==> src/rtl/id_ctrl_stage.sv <==
// id_ctrl_stage: RV32I decode-control stage. Decodes the ID instruction,
// detects load-use hazards, handles flushes and registers the ID/EX control
// bank. Also keeps a saturating count of illegal opcodes.
module id_ctrl_stage #(
    parameter int unsigned REG_ADDR_W   = 5,
    parameter int unsigned ENABLE_JUMP  = 1,
    parameter int unsigned ENABLE_UPPER = 1,
    parameter int unsigned CNT_W        = 8
) (
    input  logic                  clk,
    input  logic                  rst_n,
    input  logic                  id_valid,
    input  logic [6:0]            id_opcode,
    input  logic [REG_ADDR_W-1:0] id_rs1,
    input  logic [REG_ADDR_W-1:0] id_rs2,
    input  logic [REG_ADDR_W-1:0] id_rd,
    input  logic                  flush,
    output logic                  stall_id,
    output logic                  ex_valid,
    output logic                  ex_reg_write,
    output logic                  ex_alu_src,
    output logic                  ex_mem_write,
    output logic                  ex_mem_read,
    output logic                  ex_branch,
    output logic                  ex_jump,
    output logic [1:0]            ex_mem_to_reg,
    output logic [1:0]            ex_op_a_sel,
    output logic [1:0]            ex_alu_op,
    output logic [REG_ADDR_W-1:0] ex_rd,
    output logic                  illegal_pulse,
    output logic [CNT_W-1:0]      illegal_cnt
);

    localparam logic [6:0] OP_R      = 7'b0110011;
    localparam logic [6:0] OP_I_ALU  = 7'b0010011;
    localparam logic [6:0] OP_LOAD   = 7'b0000011;
    localparam logic [6:0] OP_STORE  = 7'b0100011;
    localparam logic [6:0] OP_BRANCH = 7'b1100011;
    localparam logic [6:0] OP_JAL    = 7'b1101111;
    localparam logic [6:0] OP_JALR   = 7'b1100111;
    localparam logic [6:0] OP_LUI    = 7'b0110111;
    localparam logic [6:0] OP_AUIPC  = 7'b0010111;

    localparam logic             JUMP_EN  = (ENABLE_JUMP != 0);
    localparam logic             UPPER_EN = (ENABLE_UPPER != 0);
    localparam logic [CNT_W-1:0] CNT_MAX  = {CNT_W{1'b1}};

    // Decoded controls for the ID instruction
    logic       dec_legal_c;
    logic       dec_reg_write_c;
    logic       dec_alu_src_c;
    logic       dec_mem_write_c;
    logic       dec_mem_read_c;
    logic       dec_branch_c;
    logic       dec_jump_c;
    logic [1:0] dec_mem_to_reg_c;
    logic [1:0] dec_op_a_sel_c;
    logic [1:0] dec_alu_op_c;
    logic       rs1_used_c;
    logic       rs2_used_c;
    logic       hazard_c;

    // ID/EX register bank
    logic                  ex_valid_q,      ex_valid_d;
    logic                  ex_reg_write_q,  ex_reg_write_d;
    logic                  ex_alu_src_q,    ex_alu_src_d;
    logic                  ex_mem_write_q,  ex_mem_write_d;
    logic                  ex_mem_read_q,   ex_mem_read_d;
    logic                  ex_branch_q,     ex_branch_d;
    logic                  ex_jump_q,       ex_jump_d;
    logic [1:0]            ex_mem_to_reg_q, ex_mem_to_reg_d;
    logic [1:0]            ex_op_a_sel_q,   ex_op_a_sel_d;
    logic [1:0]            ex_alu_op_q,     ex_alu_op_d;
    logic [REG_ADDR_W-1:0] ex_rd_q,         ex_rd_d;
    logic                  illegal_pulse_q, illegal_pulse_d;
    logic [CNT_W-1:0]      illegal_cnt_q,   illegal_cnt_d;

    // Opcode decode; disabled jump/upper opcodes fall through as illegal
    always_comb begin
        dec_legal_c      = 1'b0;
        dec_reg_write_c  = 1'b0;
        dec_alu_src_c    = 1'b0;
        dec_mem_write_c  = 1'b0;
        dec_mem_read_c   = 1'b0;
        dec_branch_c     = 1'b0;
        dec_jump_c       = 1'b0;
        dec_mem_to_reg_c = 2'b00;
        dec_op_a_sel_c   = 2'b00;
        dec_alu_op_c     = 2'b00;
        rs1_used_c       = 1'b0;
        rs2_used_c       = 1'b0;
        unique case (id_opcode)
            OP_R: begin
                dec_legal_c     = 1'b1;
                dec_reg_write_c = 1'b1;
                dec_alu_op_c    = 2'b10;
                rs1_used_c      = 1'b1;
                rs2_used_c      = 1'b1;
            end
            OP_I_ALU: begin
                dec_legal_c     = 1'b1;
                dec_reg_write_c = 1'b1;
                dec_alu_src_c   = 1'b1;
                dec_alu_op_c    = 2'b11;
                rs1_used_c      = 1'b1;
            end
            OP_LOAD: begin
                dec_legal_c      = 1'b1;
                dec_reg_write_c  = 1'b1;
                dec_alu_src_c    = 1'b1;
                dec_mem_read_c   = 1'b1;
                dec_mem_to_reg_c = 2'b01;
                rs1_used_c       = 1'b1;
            end
            OP_STORE: begin
                dec_legal_c     = 1'b1;
                dec_alu_src_c   = 1'b1;
                dec_mem_write_c = 1'b1;
                rs1_used_c      = 1'b1;
                rs2_used_c      = 1'b1;
            end
            OP_BRANCH: begin
                dec_legal_c  = 1'b1;
                dec_branch_c = 1'b1;
                dec_alu_op_c = 2'b01;
                rs1_used_c   = 1'b1;
                rs2_used_c   = 1'b1;
            end
            OP_JAL: begin
                if (JUMP_EN) begin
                    dec_legal_c      = 1'b1;
                    dec_reg_write_c  = 1'b1;
                    dec_jump_c       = 1'b1;
                    dec_mem_to_reg_c = 2'b10;
                    dec_op_a_sel_c   = 2'b01;
                    dec_alu_src_c    = 1'b1;
                end
            end
            OP_JALR: begin
                if (JUMP_EN) begin
                    dec_legal_c      = 1'b1;
                    dec_reg_write_c  = 1'b1;
                    dec_jump_c       = 1'b1;
                    dec_mem_to_reg_c = 2'b10;
                    dec_alu_src_c    = 1'b1;
                    rs1_used_c       = 1'b1;
                end
            end
            OP_LUI: begin
                if (UPPER_EN) begin
                    dec_legal_c     = 1'b1;
                    dec_reg_write_c = 1'b1;
                    dec_alu_src_c   = 1'b1;
                    dec_op_a_sel_c  = 2'b10;
                end
            end
            OP_AUIPC: begin
                if (UPPER_EN) begin
                    dec_legal_c     = 1'b1;
                    dec_reg_write_c = 1'b1;
                    dec_alu_src_c   = 1'b1;
                    dec_op_a_sel_c  = 2'b01;
                end
            end
            default: ;
        endcase
        // x0 is never written
        if (id_rd == '0) begin
            dec_reg_write_c = 1'b0;
        end
    end

    // Load-use hazard against the load currently in EX
    always_comb begin
        hazard_c = id_valid & ex_valid_q & ex_mem_read_q & (ex_rd_q != '0) &
                   ((rs1_used_c & (id_rs1 == ex_rd_q)) |
                    (rs2_used_c & (id_rs2 == ex_rd_q)));
    end

    // A flush kills the ID instruction, so holding it would be pointless
    assign stall_id = hazard_c & ~flush;

    // Next-state selection: flush > hazard > no instruction > illegal > load
    always_comb begin
        ex_valid_d      = 1'b0;
        ex_reg_write_d  = 1'b0;
        ex_alu_src_d    = 1'b0;
        ex_mem_write_d  = 1'b0;
        ex_mem_read_d   = 1'b0;
        ex_branch_d     = 1'b0;
        ex_jump_d       = 1'b0;
        ex_mem_to_reg_d = 2'b00;
        ex_op_a_sel_d   = 2'b00;
        ex_alu_op_d     = 2'b00;
        ex_rd_d         = '0;
        illegal_pulse_d = 1'b0;
        illegal_cnt_d   = illegal_cnt_q;
        if (flush || hazard_c || !id_valid) begin
            // bubble
        end else if (!dec_legal_c) begin
            illegal_pulse_d = 1'b1;
            if (illegal_cnt_q != CNT_MAX) begin
                illegal_cnt_d = illegal_cnt_q + CNT_W'(1);
            end
        end else begin
            ex_valid_d      = 1'b1;
            ex_reg_write_d  = dec_reg_write_c;
            ex_alu_src_d    = dec_alu_src_c;
            ex_mem_write_d  = dec_mem_write_c;
            ex_mem_read_d   = dec_mem_read_c;
            ex_branch_d     = dec_branch_c;
            ex_jump_d       = dec_jump_c;
            ex_mem_to_reg_d = dec_mem_to_reg_c;
            ex_op_a_sel_d   = dec_op_a_sel_c;
            ex_alu_op_d     = dec_alu_op_c;
            ex_rd_d         = id_rd;
        end
    end

    // ID/EX register bank and illegal-opcode counter
    always_ff @(posedge clk or negedge rst_n) begin
        if (!rst_n) begin
            ex_valid_q      <= 1'b0;
            ex_reg_write_q  <= 1'b0;
            ex_alu_src_q    <= 1'b0;
            ex_mem_write_q  <= 1'b0;
            ex_mem_read_q   <= 1'b0;
            ex_branch_q     <= 1'b0;
            ex_jump_q       <= 1'b0;
            ex_mem_to_reg_q <= 2'b00;
            ex_op_a_sel_q   <= 2'b00;
            ex_alu_op_q     <= 2'b00;
            ex_rd_q         <= '0;
            illegal_pulse_q <= 1'b0;
            illegal_cnt_q   <= '0;
        end else begin
            ex_valid_q      <= ex_valid_d;
            ex_reg_write_q  <= ex_reg_write_d;
            ex_alu_src_q    <= ex_alu_src_d;
            ex_mem_write_q  <= ex_mem_write_d;
            ex_mem_read_q   <= ex_mem_read_d;
            ex_branch_q     <= ex_branch_d;
            ex_jump_q       <= ex_jump_d;
            ex_mem_to_reg_q <= ex_mem_to_reg_d;
            ex_op_a_sel_q   <= ex_op_a_sel_d;
            ex_alu_op_q     <= ex_alu_op_d;
            ex_rd_q         <= ex_rd_d;
            illegal_pulse_q <= illegal_pulse_d;
            illegal_cnt_q   <= illegal_cnt_d;
        end
    end

    assign ex_valid      = ex_valid_q;
    assign ex_reg_write  = ex_reg_write_q;
    assign ex_alu_src    = ex_alu_src_q;
    assign ex_mem_write  = ex_mem_write_q;
    assign ex_mem_read   = ex_mem_read_q;
    assign ex_branch     = ex_branch_q;
    assign ex_jump       = ex_jump_q;
    assign ex_mem_to_reg = ex_mem_to_reg_q;
    assign ex_op_a_sel   = ex_op_a_sel_q;
    assign ex_alu_op     = ex_alu_op_q;
    assign ex_rd         = ex_rd_q;
    assign illegal_pulse = illegal_pulse_q;
    assign illegal_cnt   = illegal_cnt_q;

endmodule

==> config.mk <==
export PLATFORM = sky130hd
export DESIGN_NAME = id_ctrl_stage
export DESIGN_NICKNAME = d
export VERILOG_FILES = /design/src/rtl/id_ctrl_stage.sv
export SDC_FILE = /design/constraint.sdc
export NUM_CORES = 1
export LEC_CHECK = 0
export BUFFER_PORTS_ARGS = -buffer_cell sky130_fd_sc_hd__buf_2
export CAP_MARGIN = 10
export CORE_ASPECT_RATIO = 1.75
export CORE_MARGIN = 4
export CORE_UTILIZATION = 49
export CTS_BUF_LIST = sky130_fd_sc_hd__clkbuf_8
export DETAILED_ROUTE_END_ITERATION = 10
export PLACE_DENSITY = 0.77
export SLEW_MARGIN = 25
export SYNTH_ARGS = -nofsm -noshare
export SYNTH_HDL_FRONTEND = slang
export SYNTH_SLANG_ARGS = --single-unit
==> constraint.sdc <==
create_clock -name clk -period 3.9 [get_ports clk]
set_input_delay 0.975 -clock clk [delete_from_list [all_inputs] [get_ports clk]]
set_output_delay 0.975 -clock clk [all_outputs]
set_load 0.02 [all_outputs]
# Word level (Yosys, flattened, before mapping)
# Index checks and enable logic that the tools add are counted.
totals:
  regBits: 27
  input_bits: 26
op_classes:
  n_bitwise: 11
  mux: 37
  reduce_logical: 13
  addsub: 1
  n_eq_ne: 12
ops:
  columns: ["op", "count"]
  rows:
  - ["two-way mux 1 bit", 26]
  - ["equality test 7 x 6 -> 1 bit, second input constant", 3]
  - ["equality test 7 bit, second input constant", 3]
  - ["equality test 7 x 5 -> 1 bit, second input constant", 2]
  - ["OR reduction 7 bit", 2]
  - ["two-way mux 2 bit", 6]
  - ["equality test 5 bit", 2]
  - ["two-way mux 5 bit", 2]
  - ["OR reduction 9 bit", 1]
  - ["adder 8 x 1 -> 8 bit, second input constant", 1]
  - ["!= test 8 bit, second input constant", 1]
  - ["one-hot mux 2 bit (2 select lines)", 2]
  - ["AND 1 bit", 7]
  - ["equality test 7 x 2 -> 1 bit, second input constant", 1]
  - ["one-hot mux 2 bit (3 select lines)", 1]
  - ["OR reduction 6 bit", 1]
  - ["zero test 5 bit", 1]
  - ["nonzero test 5 bit", 1]
  - ["OR reduction 2 bit", 2]
  - ["NOT 1 bit", 3]
  - ["AND reduction 3 bit", 1]
  - ["OR reduction 3 bit", 1]
  - ["logical OR 1 bit", 2]
  - ["zero test 1 bit", 1]
  - ["OR 1 bit", 1]

# Depth between registers and ports, before layout
# Gate-level depths: netlist of the first run.
logic_depth:
  depth_word: 10
  ltp_mapped: 7
  mapped_depth_nobuf: 6

# Worst setup path before layout of the first run
# OpenSTA, ideal clock, no wires.
synth_path:
  path_type: "input to output"
  startpoint: "input port id_opcode[3]"
  endpoint: "output port stall_id"
  required_time_ns: 2.925
  arrival_ns: 2.681
  path_slack_ns: 0.244
  path_stages: 6
  path_cell_list: "buf_6 > or3_1 > buf_2 > or4_4 > a21oi_4 > nor2b_1"
synth_between:
  elab_chain_len: 7
  word_cells_on_any_way: 15
  cone_classes: "eq/ne (6); mux (2); bitwise (5); reduce/logical (2)"
synth_rtl:
  columns: ["element", "line_no", "source"]
  rows:
  - ["start, declared", "13", "input logic [6:0] id_opcode,"]
  - ["equality test 7 bit (tied with other cells)", "92", "unique case (id_opcode)"]
  - ["OR reduction 6 bit (no line) / OR reduction 3 bit (equally long branches)", null, null]
  - ["two-way mux 1 bit (on tied branches)", null, null]
  - ["AND 1 bit (on tied branches)", "176, 177", null]
  - ["OR 1 bit (*)", "176", "((rs1_used_c & (id_rs1 == ex_rd_q)) |"]
  - ["AND 1 bit (*)", "175", "hazard_c = id_valid & ex_valid_q & ex_mem_read_q & (ex_rd_q != '0) &"]
  - ["AND 1 bit (*)", "181", "assign stall_id = hazard_c & ~flush;"]
  - ["end, declared", "18", "output logic stall_id,"]
# Mark *: on every way between the ends. The rest lies on a longest branch, timed or not.

# Worst setup path in the final report of the first run
layout_path:
  startpoint: "input port id_opcode[2]"
  endpoint: "output port stall_id"
# The elaborated chain is that of the path after synthesis.

==> results of run 1 <==
==> final cells by class <==
class,instances,area share
flip-flops and latches,27,0.409
multi-input cells,98,0.373
repair buffers,54,0.165
inverters,2,0.00455
well taps,26,0.0197
clock inverters,1,0.00303
clock buffers,3,0.0250
==> critical path, cell delays in order <==
cell	delay, ns
buf_2	0.14
or3_1	0.47
or4_4	0.56
a21oi_4	0.15
nor2b_1	0.13
buf_2	0.16
==> cell usage after synthesis, drive strengths merged <==
library cell	number
a2111oi	1
or3	1
nor4	7
nand4	6
nor2b	5
o21ai	6
nor4b	1
and2	1
and4	1
clkbuf	4
nand2b	2
buf	3
nor2	10
ha	1
or4	4
nor3	6
and3	1
inv	2
a21boi	1
dfrtp	27
nand2	10
o2111ai	1
xor2	6
xnor2	9
or2	1
mux2	2
nand3	7
a31oi	2
a21oi	6
==> report_power, final <==
group | internal, mW | leakage [nW] | switching, mW | total (mW)
Sequential | 0.309 | 0.366 | 0.0361 | 0.345
Combinational | 0.0672 | 0.454 | 0.0971 | 0.164
Clock | 0.0716 | 0.0255 | 0.0847 | 0.156
==> layer usage <==
| layer | up-vias | global-route usage | part of all wire |
|---|---|---|---|
| met5 | - | 0 | 0 |
| met4 | 0 | 0.0647 | 0.018 |
| met3 | 5 | 0.0328 | 0.082 |
| met2 | 48 | 0.323 | 0.55 |
| met1 | 581 | 0.215 | 0.35 |
| li1 | 578 | - | - |
==> kinds of logic (layout without fill, tap and decap cells) <==
logic type,Yosys count,in the layout,share of synthesized area
simple gates,63,63,0.254
flops,27,27,0.503
compound gates,17,17,0.0811
xor+xnor,15,15,0.0979
buf+inv,9,60,0.0373
mux,2,2,0.0168
fa+ha+maj,1,1,0.00932
==> how the worst max path moves through the flow <==
stage,endpoint,slack (ns)
2_1_floorplan,stall_id,0.24
3_3_place_gp,stall_id,0.36
3_5_place_dp,stall_id,0.34
4_1_cts,stall_id,0.34
5_1_grt,stall_id,0.23
6_report,stall_id,0.33
==> results.tsv, run 1 <==
metric	value	unit
syn_inst	134	
grt_max_degree	28	
coreArea	0.00255	mm^2
antenna_cells	0	
post-route-min-period	3.57	ns
layout_commonest_cell	buf_2	
yosys.area.top_type	dfrtp_1	
hold_buffers	0	
slew-limit-headroom	0.610	
htree_levels	1	
antenna_found_initial	0	
syn-mean-instance-area	10.0	um^2
drive_gt1_frac	0.341	
syn_nets	161	
clock_sinks	27	
drv.max_cap_violation_count	0	
largest_register_ffs	8	
clkSlewWorstSetupHoldPaths	0.09	ns
grt_usage	0.186	
ant_nets	0	
synth.distinct_cells	32	
rsz0062_at_grt	false	
grt_pass1_wl	5150	um
setup_viol	0	
drcViolationCount	0	
finalPower	0.666	mW
multi_input_comb_area	617	um^2
die_x	47.6	um
synth_seq_cells	27	
cts_tree	yes	
drv_slew	0	
port-buffer-count	53	
ff_latch_area	676	um^2
start_util	0.526	
cts_setup_buffers	0	
r2r_cells	5	
critPathLaunch	id_opcode[2]	
final_core_util	0.647	
tns	0	ns
dpl_cell_area	0.00161	mm^2
netlist_area	0.00134	mm^2
grt_pass1_vias	1214	
crit_path_end_kind	output port	
synth_warnings	0	
rrSetupSlack	1.98	ns
pin_count	54	
clockBufferDepth	2	
post-place-ws	0.337	ns
dieArea	0.00367	mm^2
final_cell_count_no_fill	211	
viasPerCell	5.74	
cts-resized-gates	0	
status	finished, final reports clean	
synth_top_area_frac	0.503	
fmax	280	MHz
final_area	0.00165	mm^2
vias	1212	
reg2reg_from	ex_rd[1]	
area_growth	23.0	%
max-vdd-ir-drop	0.000322	V
cts_buffers	3	
hp-start	illegal_cnt[7]	
tightest_slew	0.584	ns
clk_latency	0.27	ns
r2r-end	ex_alu_op[0]	
fin_skew	0.00175	ns
post-route-period-util	0.914	
final_nets	213	
first_iter_violations	44	
synth_top_cells_by_area	dfrtp_1, xnor2_1, xor2_1	
critical_path_class	in -> out	
worstPathRequired	2.92	ns
startpoint_type	primary input	
setup_slack	0.335	ns
critPathMaxFanout	8	
gp_congestion	0.817	
fillerInstances	224	
hold_end	illegal_cnt[7]	
seq_area_frac_synth	0.503	
hold_violations	0	
drt_pass1_iterations	4	
final_cell_mix	buf_2, dfrtp_1, nand2_1, nor2_1, xnor2_1	
hpwl	2510	um
cts_root_buf	clkbuf_8	
hold_ws	0.522	ns
leakagePower	0.845	nW
hold_depth	1	
wl_per_cell	15.0	um
p_per_area	403	mW/mm^2
crit_arrival	2.59	ns
row_count	24	
hold_class	reg -> reg	
die_height	77.2	um
wirelength	3170	um
dpl.cell_count	207	
overflow	0	
Power figures use the tool's default switching activity.
==> inputs of run 2 (changes only) <==
Settings changed: CORE_ASPECT_RATIO 1.75 to 1.2, CTS_CLUSTER_DIAMETER set to 100.
==> results.tsv, run 2 (synthesis gave the netlist of run 1 again) <==
metric	value	unit	change
cts_tree	yes		
viasPerCell	5.67		-1.3%
tightest_slew	0.597	ns	+0.0123 ns
max_stage_delay	0.56	ns	about the same
path_common_cell	buf_2		
overflow	0		unchanged
setup_viol	0		unchanged
drt_pass1_iterations	4		unchanged
rrSetupSlack	1.95	ns	-0.03 ns
hold_buffers	0		unchanged
port-buffer-count	53		unchanged
drv_slew	0		unchanged
critPathMaxFanout	8		unchanged
final_cell_mix	buf_2, dfrtp_1, nand2_1, nor2_1, xnor2_1		
status	finished, final reports clean		
cts_setup_buffers	0		unchanged
hold_violations	0		unchanged
post-route-period-util	0.917		+0.00246
r2r-end	ex_alu_op[0]		
post-route-min-period	3.57	ns	+0.00959 ns
clockBufferDepth	2		unchanged
p_per_area	399	mW/mm^2	-0.93%
grt_usage	0.179		-0.00719
hpwl	2480	um	-1.2%
die_x	55.8	um	+17%
cts_root_buf	clkbuf_8		
multi_input_comb_area	617	um^2	unchanged
worstPathRequired	2.92	ns	about the same
startpoint_type	primary input		
clkSlewWorstSetupHoldPaths	0.09	ns	about the same
clk_latency	0.26	ns	about the same
leakagePower	0.847	nW	+0.17%
fillerInstances	219		-2.2%
htree_levels	1		unchanged
die_height	65.3	um	-15%
tns	0	ns	unchanged
dieArea	0.00364	mm^2	-0.80%
ff_latch_area	676	um^2	unchanged
pin_count	54		unchanged
coreArea	0.00258	mm^2	+0.98%
crit_path_end_kind	output port		
slew-limit-headroom	0.602		-0.00817
crit_arrival	2.60	ns	about the same
largest_register_ffs	8		unchanged
cts-resized-gates	0		unchanged
hold_ws	0.521	ns	-0.00132 ns
finalPower	0.663	mW	-0.48%
grt_max_degree	28		unchanged
cts_buffers	3		unchanged
fmax	280	MHz	-0.27%
vias	1236		+2.0%
row_count	20		-17%
drcViolationCount	0		unchanged
fin_skew	0.00155	ns	-0.000204 ns
ant_nets	0		unchanged
layout_commonest_cell	buf_2		
start_util	0.521		-0.00511
drv.max_cap_violation_count	0		unchanged
wirelength	3200	um	+1.0%
final_nets	213		unchanged
worstPathCellList	buf_2 -> or3_1 -> or4_4 -> a21oi_4 -> nor2b_1 -> buf_2		
hold_depth	1		unchanged
antenna_found_initial	0		unchanged
hold_end	illegal_cnt[7]		
wl_per_cell	14.7	um	-2.2%
crit_path_top_delay_cell	or4_4		
clock_sinks	27		unchanged
rsz0062_at_grt	false		
r2r_cells	5		unchanged
antenna_cells	0		unchanged
grt_pass1_wl	5250	um	+2.0%
hp-start	illegal_cnt[7]		
reg2reg_from	ex_rd[1]		
max-vdd-ir-drop	0.000398	V	+23%
drive_gt1_frac	0.335		-0.00541
hold_class	reg -> reg		
critical_path_class	in -> out		
gp_congestion	0.895		+9.5%
first_iter_violations	40		-9.1%
grt_pass1_vias	1247		+2.7%
area_growth	23.6	%	
## run 2: stage by stage
step	cells	utilization	setup WS [ns]	area, um^2
6_report	218	0.644	0.325	1660
5_1_grt	218	0.644	0.254	1660
4_1_cts	218	0.644	0.336	1660
3_5_place_dp	214	0.626	0.344	1610
3_3_place_gp	214	0.626	0.354	1610
2_1_floorplan	134	-	0.244	1340
## run 2: report_power, final
| part | switching, mW | internal (mW) | total [mW] |
|---|---|---|---|
| Combinational | 0.0973 | 0.0670 | 0.164 |
| Clock | 0.0807 | 0.0703 | 0.151 |
| Sequential | 0.0381 | 0.309 | 0.347 |
## run 2: cell type report
cell class / instances / area share
Sequential cell: 27 / 0.407
Multi-Input combinational cell: 98 / 0.372
Tap cell: 33 / 0.0249
Timing Repair Buffer: 54 / 0.164
Clock inverter: 1 / 0.00226
Clock buffer: 3 / 0.0249
Inverter: 2 / 0.00452
## run 2: worst max path at each step
stage                            start       end  slack (ns)  depth (start not counted)
after floorplan           id_opcode[3]  stall_id        0.24                          6
after global placement    id_opcode[2]  stall_id        0.35                          6
after detailed placement  id_opcode[2]  stall_id        0.34                          6
after CTS                 id_opcode[2]  stall_id        0.34                          6
after global routing      id_opcode[2]  stall_id        0.25                          6
final                     id_opcode[2]  stall_id        0.33                          6
## run 2: metal layers
metal / up-vias / share of wire / GRT usage
li1: 578 / - / -
met1: 590 / 0.37 / 0.188
met2: 62 / 0.53 / 0.337
met3: 6 / 0.082 / 0.0373
met4: 0 / 0.018 / 0.0851
met5: - / 0 / 0
## run 2: worst max-delay path: cells and delay by family
family	cells	cell delay (ns)
AO/OA/AOI/OAI	1	0.16
buffers and inverters	2	0.31
AND/OR/NAND/NOR	3	1.16
